[config.mk]
export PLATFORM = sky130hd
export DESIGN_NAME = itlb_4kb_array
export DESIGN_NICKNAME = d
export VERILOG_FILES = /design/src/rtl/itlb_4kb_array.sv
export SDC_FILE = /design/constraint.sdc
export NUM_CORES = 2
export LEC_CHECK = 0
export BUFFER_PORTS_ARGS = -buffer_cell sky130_fd_sc_hd__buf_2
export CORE_MARGIN = 2
export CORE_UTILIZATION = 30
export CTS_CLUSTER_DIAMETER = 200
export DETAILED_ROUTE_END_ITERATION = 10
export GPL_TIMING_DRIVEN = 0
export PLACE_DENSITY_LB_ADDON = 0.12
export SYNTH_ARGS = -nofsm -noshare
export SYNTH_HDL_FRONTEND = slang
export SYNTH_HIERARCHICAL = 1
export SYNTH_SLANG_ARGS = --single-unit
[constraint.sdc]
create_clock -name CLK -period 13.72 [get_ports CLK]
set_input_delay 2.058 -clock CLK [delete_from_list [all_inputs] [get_ports CLK]]
set_output_delay 2.058 -clock CLK [all_outputs]
set_load 0.1 [all_outputs]
[src/rtl/itlb_4kb_array.sv]
// Set-associative ITLB storage for 4KB pages: registered lookup, PTW fill with
// tree-PLRU replacement, and SFENCE.VMA invalidation across all sets at once.

module itlb_4KB_index_hash #(
  parameter int IDX_W = 3,
  parameter int VPN_W = 20
) (
  input  logic [VPN_W-1:0] vpn_i,
  output logic [IDX_W-1:0] idx_o
);
  assign idx_o = vpn_i[IDX_W-1:0] ^ vpn_i[2*IDX_W-1:IDX_W];
endmodule

module itlb_4kb_array #(
  parameter int ITLB_4KBPAGE_INDEX_WIDTH = 3,
  parameter int ITLB_4KBPAGE_ASSOC       = 2,
  parameter int VPN_WIDTH                = 20,
  parameter int PPN_WIDTH                = 22,
  parameter int ASID_WIDTH               = 9
) (
  input  logic                  CLK,
  input  logic                  nRST,
  input  logic                  req_valid,
  input  logic [ASID_WIDTH-1:0] req_ASID,
  input  logic [VPN_WIDTH-1:0]  req_VPN,
  output logic                  resp_valid,
  output logic                  resp_hit,
  output logic [PPN_WIDTH-1:0]  resp_PPN,
  output logic [7:0]            resp_flags,
  input  logic                  fill_valid,
  input  logic [ASID_WIDTH-1:0] fill_ASID,
  input  logic [VPN_WIDTH-1:0]  fill_VPN,
  input  logic [PPN_WIDTH-1:0]  fill_PPN,
  input  logic [7:0]            fill_flags,
  input  logic                  sfence_valid,
  input  logic                  sfence_all_ASID,
  input  logic                  sfence_all_VPN,
  input  logic [ASID_WIDTH-1:0] sfence_ASID,
  input  logic [VPN_WIDTH-1:0]  sfence_VPN
);
  localparam int IW    = ITLB_4KBPAGE_INDEX_WIDTH;
  localparam int SETS  = 2 ** IW;
  localparam int ASSOC = ITLB_4KBPAGE_ASSOC;
  localparam int WAY_W = $clog2(ASSOC);
  localparam int G_BIT = 5;

  logic                  valid_q [SETS][ASSOC];
  logic                  valid_d [SETS][ASSOC];
  logic [ASID_WIDTH-1:0] asid_q  [SETS][ASSOC];
  logic [VPN_WIDTH-1:0]  vpn_q   [SETS][ASSOC];
  logic [PPN_WIDTH-1:0]  ppn_q   [SETS][ASSOC];
  logic [7:0]            flags_q [SETS][ASSOC];
  logic [ASSOC-2:0]      plru_q  [SETS];
  logic [ASSOC-2:0]      plru_d  [SETS];

  logic                 resp_valid_q, resp_hit_q;
  logic [PPN_WIDTH-1:0] resp_ppn_q;
  logic [7:0]           resp_flags_q;

  logic [IW-1:0]    req_idx, fill_idx;
  logic             lk_hit;
  logic [WAY_W-1:0] lk_way;
  logic             fill_en, fl_match, fl_free;
  logic [WAY_W-1:0] fl_match_way, fl_free_way, fl_way;

  itlb_4KB_index_hash #(.IDX_W(IW), .VPN_W(VPN_WIDTH)) u_req_hash (
    .vpn_i(req_VPN), .idx_o(req_idx)
  );
  itlb_4KB_index_hash #(.IDX_W(IW), .VPN_W(VPN_WIDTH)) u_fill_hash (
    .vpn_i(fill_VPN), .idx_o(fill_idx)
  );

  // Heap-ordered tree: node n lives at bit n-1; a 0 bit points the victim to the lower half.
  function automatic logic [WAY_W-1:0] plru_victim(input logic [ASSOC-2:0] bits);
    int node;
    node = 1;
    for (int l = 0; l < WAY_W; l++) node = node * 2 + int'(bits[node-1]);
    return WAY_W'(node - ASSOC);
  endfunction

  function automatic logic [ASSOC-2:0] plru_touch(input logic [ASSOC-2:0] bits,
                                                  input logic [WAY_W-1:0] way);
    int   node;
    logic dir;
    plru_touch = bits;
    node = 1;
    for (int l = 0; l < WAY_W; l++) begin
      dir = way[WAY_W-1-l];
      plru_touch[node-1] = ~dir;
      node = node * 2 + int'(dir);
    end
  endfunction

  // NOTE: every variable written in always_comb gets a default first, so no latch is inferred.
  always_comb begin
    lk_hit = 1'b0;
    lk_way = '0;
    for (int w = 0; w < ASSOC; w++) begin
      if (valid_q[req_idx][w] && vpn_q[req_idx][w] == req_VPN &&
          (flags_q[req_idx][w][G_BIT] || asid_q[req_idx][w] == req_ASID)) begin
        lk_hit = 1'b1;
        lk_way = WAY_W'(w);
      end
    end
  end

  // Dedup treats a global entry (old or new) as matching any ASID with the same VPN.
  always_comb begin
    fl_match     = 1'b0;
    fl_match_way = '0;
    fl_free      = 1'b0;
    fl_free_way  = '0;
    for (int w = ASSOC - 1; w >= 0; w--) begin
      if (valid_q[fill_idx][w] && vpn_q[fill_idx][w] == fill_VPN &&
          (flags_q[fill_idx][w][G_BIT] || fill_flags[G_BIT] ||
           asid_q[fill_idx][w] == fill_ASID)) begin
        fl_match     = 1'b1;
        fl_match_way = WAY_W'(w);
      end
      if (!valid_q[fill_idx][w]) begin
        fl_free     = 1'b1;
        fl_free_way = WAY_W'(w);
      end
    end
    fl_way  = fl_match ? fl_match_way : (fl_free ? fl_free_way : plru_victim(plru_q[fill_idx]));
    fill_en = fill_valid && !sfence_valid;
  end

  always_comb begin
    plru_d = plru_q;
    if (req_valid && lk_hit) plru_d[req_idx] = plru_touch(plru_d[req_idx], lk_way);
    if (fill_en)             plru_d[fill_idx] = plru_touch(plru_d[fill_idx], fl_way);
  end

  always_comb begin
    for (int s = 0; s < SETS; s++) begin
      for (int w = 0; w < ASSOC; w++) begin
        valid_d[s][w] = valid_q[s][w];
        if (sfence_valid) begin
          if ((sfence_all_VPN || vpn_q[s][w] == sfence_VPN) &&
              (sfence_all_ASID || (asid_q[s][w] == sfence_ASID && !flags_q[s][w][G_BIT])))
            valid_d[s][w] = 1'b0;
        end else if (fill_en && fill_idx == IW'(s) && fl_way == WAY_W'(w)) begin
          valid_d[s][w] = 1'b1;
        end
      end
    end
  end

  // NOTE: sequential state uses non-blocking assignments so all flops update together at the edge.
  always_ff @(posedge CLK or negedge nRST) begin
    if (!nRST) begin
      for (int s = 0; s < SETS; s++) begin
        plru_q[s] <= '0;
        for (int w = 0; w < ASSOC; w++) valid_q[s][w] <= 1'b0;
      end
      resp_valid_q <= 1'b0;
      resp_hit_q   <= 1'b0;
      resp_ppn_q   <= '0;
      resp_flags_q <= '0;
    end else begin
      valid_q      <= valid_d;
      plru_q       <= plru_d;
      resp_valid_q <= req_valid;
      resp_hit_q   <= req_valid && lk_hit;
      resp_ppn_q   <= (req_valid && lk_hit) ? ppn_q[req_idx][lk_way] : '0;
      resp_flags_q <= (req_valid && lk_hit) ? flags_q[req_idx][lk_way] : '0;
    end
  end

  // NOTE: entry payload has no reset; valid bits gate every use, so it never needs clearing.
  always_ff @(posedge CLK) begin
    if (fill_en) begin
      asid_q[fill_idx][fl_way]  <= fill_ASID;
      vpn_q[fill_idx][fl_way]   <= fill_VPN;
      ppn_q[fill_idx][fl_way]   <= fill_PPN;
      flags_q[fill_idx][fl_way] <= fill_flags;
    end
  end

  assign resp_valid = resp_valid_q;
  assign resp_hit   = resp_hit_q;
  assign resp_PPN   = resp_ppn_q;
  assign resp_flags = resp_flags_q;
endmodule
==> run summary <==
Die area - 164900 um^2
Reg-to-reg endpoint - asid_q[7][13]$_DFFE_PP_
Crit-path cells - buf_2 > xor2_1 > clkbuf_1 > buf_2 > buf_2 > buf_2 > clkbuf_1 > a22oi_1 > xnor2_1 > nand4_1 > nor4bb_1 > a21o_1 > buf_2 > and2_4 > buf_16
Syn. warnings - 6
DIE WIDTH - 406.0 um
Wire per inst - 40.21 um
Design Area, Final - 56980 um^2
Worst EP arrival - 9.50 ns
CTS root buffer - clkbuf_16
Initial core utilization - 0.3020
Startpoint Class - primary input
Crit path largest cell delay - 1.09 ns
Drt drc - 0
Area leader, netlist - edfxtp_1
Worst reg2reg path depth - 10
Drt pass-1 iters - 5
# fillers - 15.46k
CP dominant cell by count - buf_2
First-pass GRT wire length - 308100 um
Hold Violations, Final - 0
Pins Over Slew Limit - 12
Multi-input combinational cell area - 17580 um^2
RSZ-0062 raised after global routing - false
Grt ovf - 0
Hold_sp - valid_q[1]$_DFFE_PN0P_
Power Density - 140.3 nW/um^2
Max frequency - 0.1102 GHz
Placer Congestion - 0.9693
Cts bufs inserted - 116
Status - finished with violations
Post-DRT Antenna Nets - 0
Final WL - 233100 um
Reg clk slew, reported paths - 0.06 ns
Total GRT Usage - 0.2797
Clk buf depth - 3
Worst Tran Pin Value - 1.674 ns
Final period util - 0.6613
Critical path class - in2reg
Seq. cell area - 29750 um^2
Critical Path RT - 14.15 ns
Placed Area - 52890 um^2
Vias in the first global route - 32.79k
CTS sink cnt - 1000
Max Cap Viol - 1
Cells after synthesis - 3241
Core Rows - 147
Layout area overhead - 17.52%
Tmin final - 9.073 ns
Top Family by Delay on Critical Path - buffers and inverters
Crit-path slowest cell - nor4bb_1
Post-CTS Resized - 0
Post-Syn Area - 48490 um^2
Mean post-synth cell area - 14.96 um^2
EDFF count, synth - 944
Dpl hpwl - 166200 um
CTS tree - done
Worst Slack Setup Final - 4.647 ns
Max VDD drop - 148.5 uV
Core Region - 160600 um^2
Port-buffer cells - 124
Relative slew slack - -0.1162
Initial DRC count - 4152
IO Count - 156
Worst Path Max Fanout - 33
Clock Latency Late Sink - 0.81 ns
Via count - 33.03k
DIE HEIGHT - 406.0 um
Synth area leaders - edfxtp_1, mux4_2, xnor2_1
Sequential share of the synthesized area - 0.6135
Postcts setup bufs - 0
Pre-CTS WS - 4.090 ns
Mapped Nets - 3365
Synth Register Bits - 1000
H-tree Lvls - 3
Share of cells above drive strength 1 - 0.2022
R2R Path Start - vpn_q[6][26]$_DFFE_PP_
Hold path depth - 1
Sum of buffers and inverters on the critical path - 8
Hold path endpoint - valid_q[1]$_DFFE_PN0P_
NumNets Final - 3651
Main synth FF type - edfxtp_1
Post-synth ARST share - 0.05600
# setup viols final - 0
Netlist cell types - 74
Failing checks - max-capacitance violations, max-slew violations
Final setup TNS - 0 ns
Share of Yosys cell area claimed by the top area cell type - 0.5846
DR vias/cell - 5.697
Setup crit end kind - flip-flop
Hold Path Class - reg2reg
Largest net degree at the start of global routing - 38
Reg-to-reg setup timing slack - 8.41 ns
Setup Skew - 0.06909 ns
Initial antenna violation count - 27
Leakage - 18.55 nW
CTS Hold Bufs - 0
flip-flops by register name, indices dropped and copies added (netlist names):
name	cells
resp_hit	1
asid_q	144
plru_q	8
resp_PPN	22
resp_flags	8
vpn_q	320
ppn_q	352
flags_q	128
valid_q	16
resp_valid	1
worst max path at each step:
stage               depth (start not counted)         from  slack, ns                       to
finish                                     15  fill_VPN[4]       4.65  asid_q[7][13]$_DFFE_PP_
global route                               15  fill_VPN[4]       4.79  asid_q[7][13]$_DFFE_PP_
detailed placement                         16  fill_VPN[4]       4.09   ppn_q[4][28]$_DFFE_PP_
global placement                           12  fill_VPN[4]      -6.60   ppn_q[5][11]$_DFFE_PP_
floorplan                                  14  fill_VPN[3]       4.60   asid_q[5][0]$_DFFE_PP_
CTS                                        15  fill_VPN[4]       4.86  asid_q[7][13]$_DFFE_PP_
per-layer routing:
layer,up-vias,routed length [um],GRT usage
met5,-,98,0
met4,16,13870,0.1411
met3,491,16380,0.04912
met2,1710,107800,0.4477
met1,17400,94980,0.3642
li1,13410,-,-
area by class of cell:
cell class              instances  area share
clock inverters                65     0.01458
inverters                      16    0.001054
well taps                    2160     0.04743
plain buffers                 224     0.02095
multi-input cells            2001      0.3085
clock buffers                 156     0.05691
flip-flops and latches       1000      0.5221
diodes                          8   0.0003513
repair buffers                168     0.02819
through the flow:
stage / total power, mW / instances / util / hold WS (ns)
after global placement: 4.725 / 5525 / 0.3227 / 0.5162
final: 7.994 / 5798 / 0.3549 / 0.5423
after floorplan: 4.133 / 3241 / - / 0.4769
after CTS: 8.015 / 5790 / 0.3547 / 0.5354
after global routing: 8.183 / 5792 / 0.3548 / 0.5622
after detailed placement: 4.726 / 5569 / 0.3294 / 0.5134
synthesized netlist by cell type (8+ instances only):
| library cell | n |
|---|---|
| a21oi_1 | 53 |
| xnor2_1 | 351 |
| nor2b_1 | 8 |
| dfrtp_1 | 56 |
| o21ai_0 | 81 |
| a22o_1 | 12 |
| mux2i_1 | 170 |
| nand4_1 | 81 |
| a211oi_1 | 9 |
| nand2_1 | 80 |
| and2_1 | 13 |
| o2bb2ai_1 | 9 |
| o22a_1 | 19 |
| clkbuf_1 | 102 |
| and4_1 | 8 |
| nand2b_1 | 12 |
| or4_1 | 9 |
| buf_1 | 22 |
| buf_2 | 47 |
| nand3_1 | 41 |
| nor3_1 | 24 |
| mux4_2 | 146 |
| edfxtp_1 | 944 |
| a221oi_1 | 36 |
| and3_1 | 9 |
| mux2_2 | 93 |
| a22oi_1 | 35 |
| buf_4 | 30 |
| buf_6 | 22 |
| a31oi_1 | 15 |
| nor2_1 | 78 |
| xor2_1 | 230 |
| o211ai_1 | 10 |
| inv_1 | 14 |
| o22ai_1 | 171 |
| a41o_1 | 9 |
| nor4_1 | 79 |
| o221ai_1 | 37 |
worst reg2reg max path, cell delays in order (launching register included):
cell	delay [ns]
edfxtp_1	0.43
mux4_2	0.49
mux2i_1	0.17
xor2_1	0.53
nand4_1	0.30
nor4_1	0.25
nor4bb_1	1.11
a21o_1	0.27
buf_2	0.25
and2_4	0.74
buf_16	0.35
kinds of logic after synthesis:
logic type / share of synthesized area
flops: 0.6135
xor+xnor: 0.1049
compound gates: 0.07424
simple gates: 0.05398
mux: 0.1275
buf+inv: 0.02575
cell usage in the layout, fill, tap and decap left out, drive strengths merged, types with 19 or more instances in the layout:
master  instances
o221ai         37
xor2          230
o22a           19
edfxtp        944
clkinv         43
a21oi          53
nand2          80
o22ai         171
mux4          151
xnor2         351
a221oi         37
nor4           80
nor2           81
nand4          82
nor3           25
clkbuf        258
dfrtp          56
nand3          41
mux2i         170
buf           290
mux2           94
a22oi          35
o21ai          86
power breakdown:
group | total, mW | internal [mW] | switching (mW)
Clock | 3.30 | 1.92 | 1.39
Sequential | 3.43 | 3.39 | 0.0320
Combinational | 1.26 | 0.391 | 0.874
Total | 7.99 | 5.70 | 2.29
(Power assumes the default switching activity.)
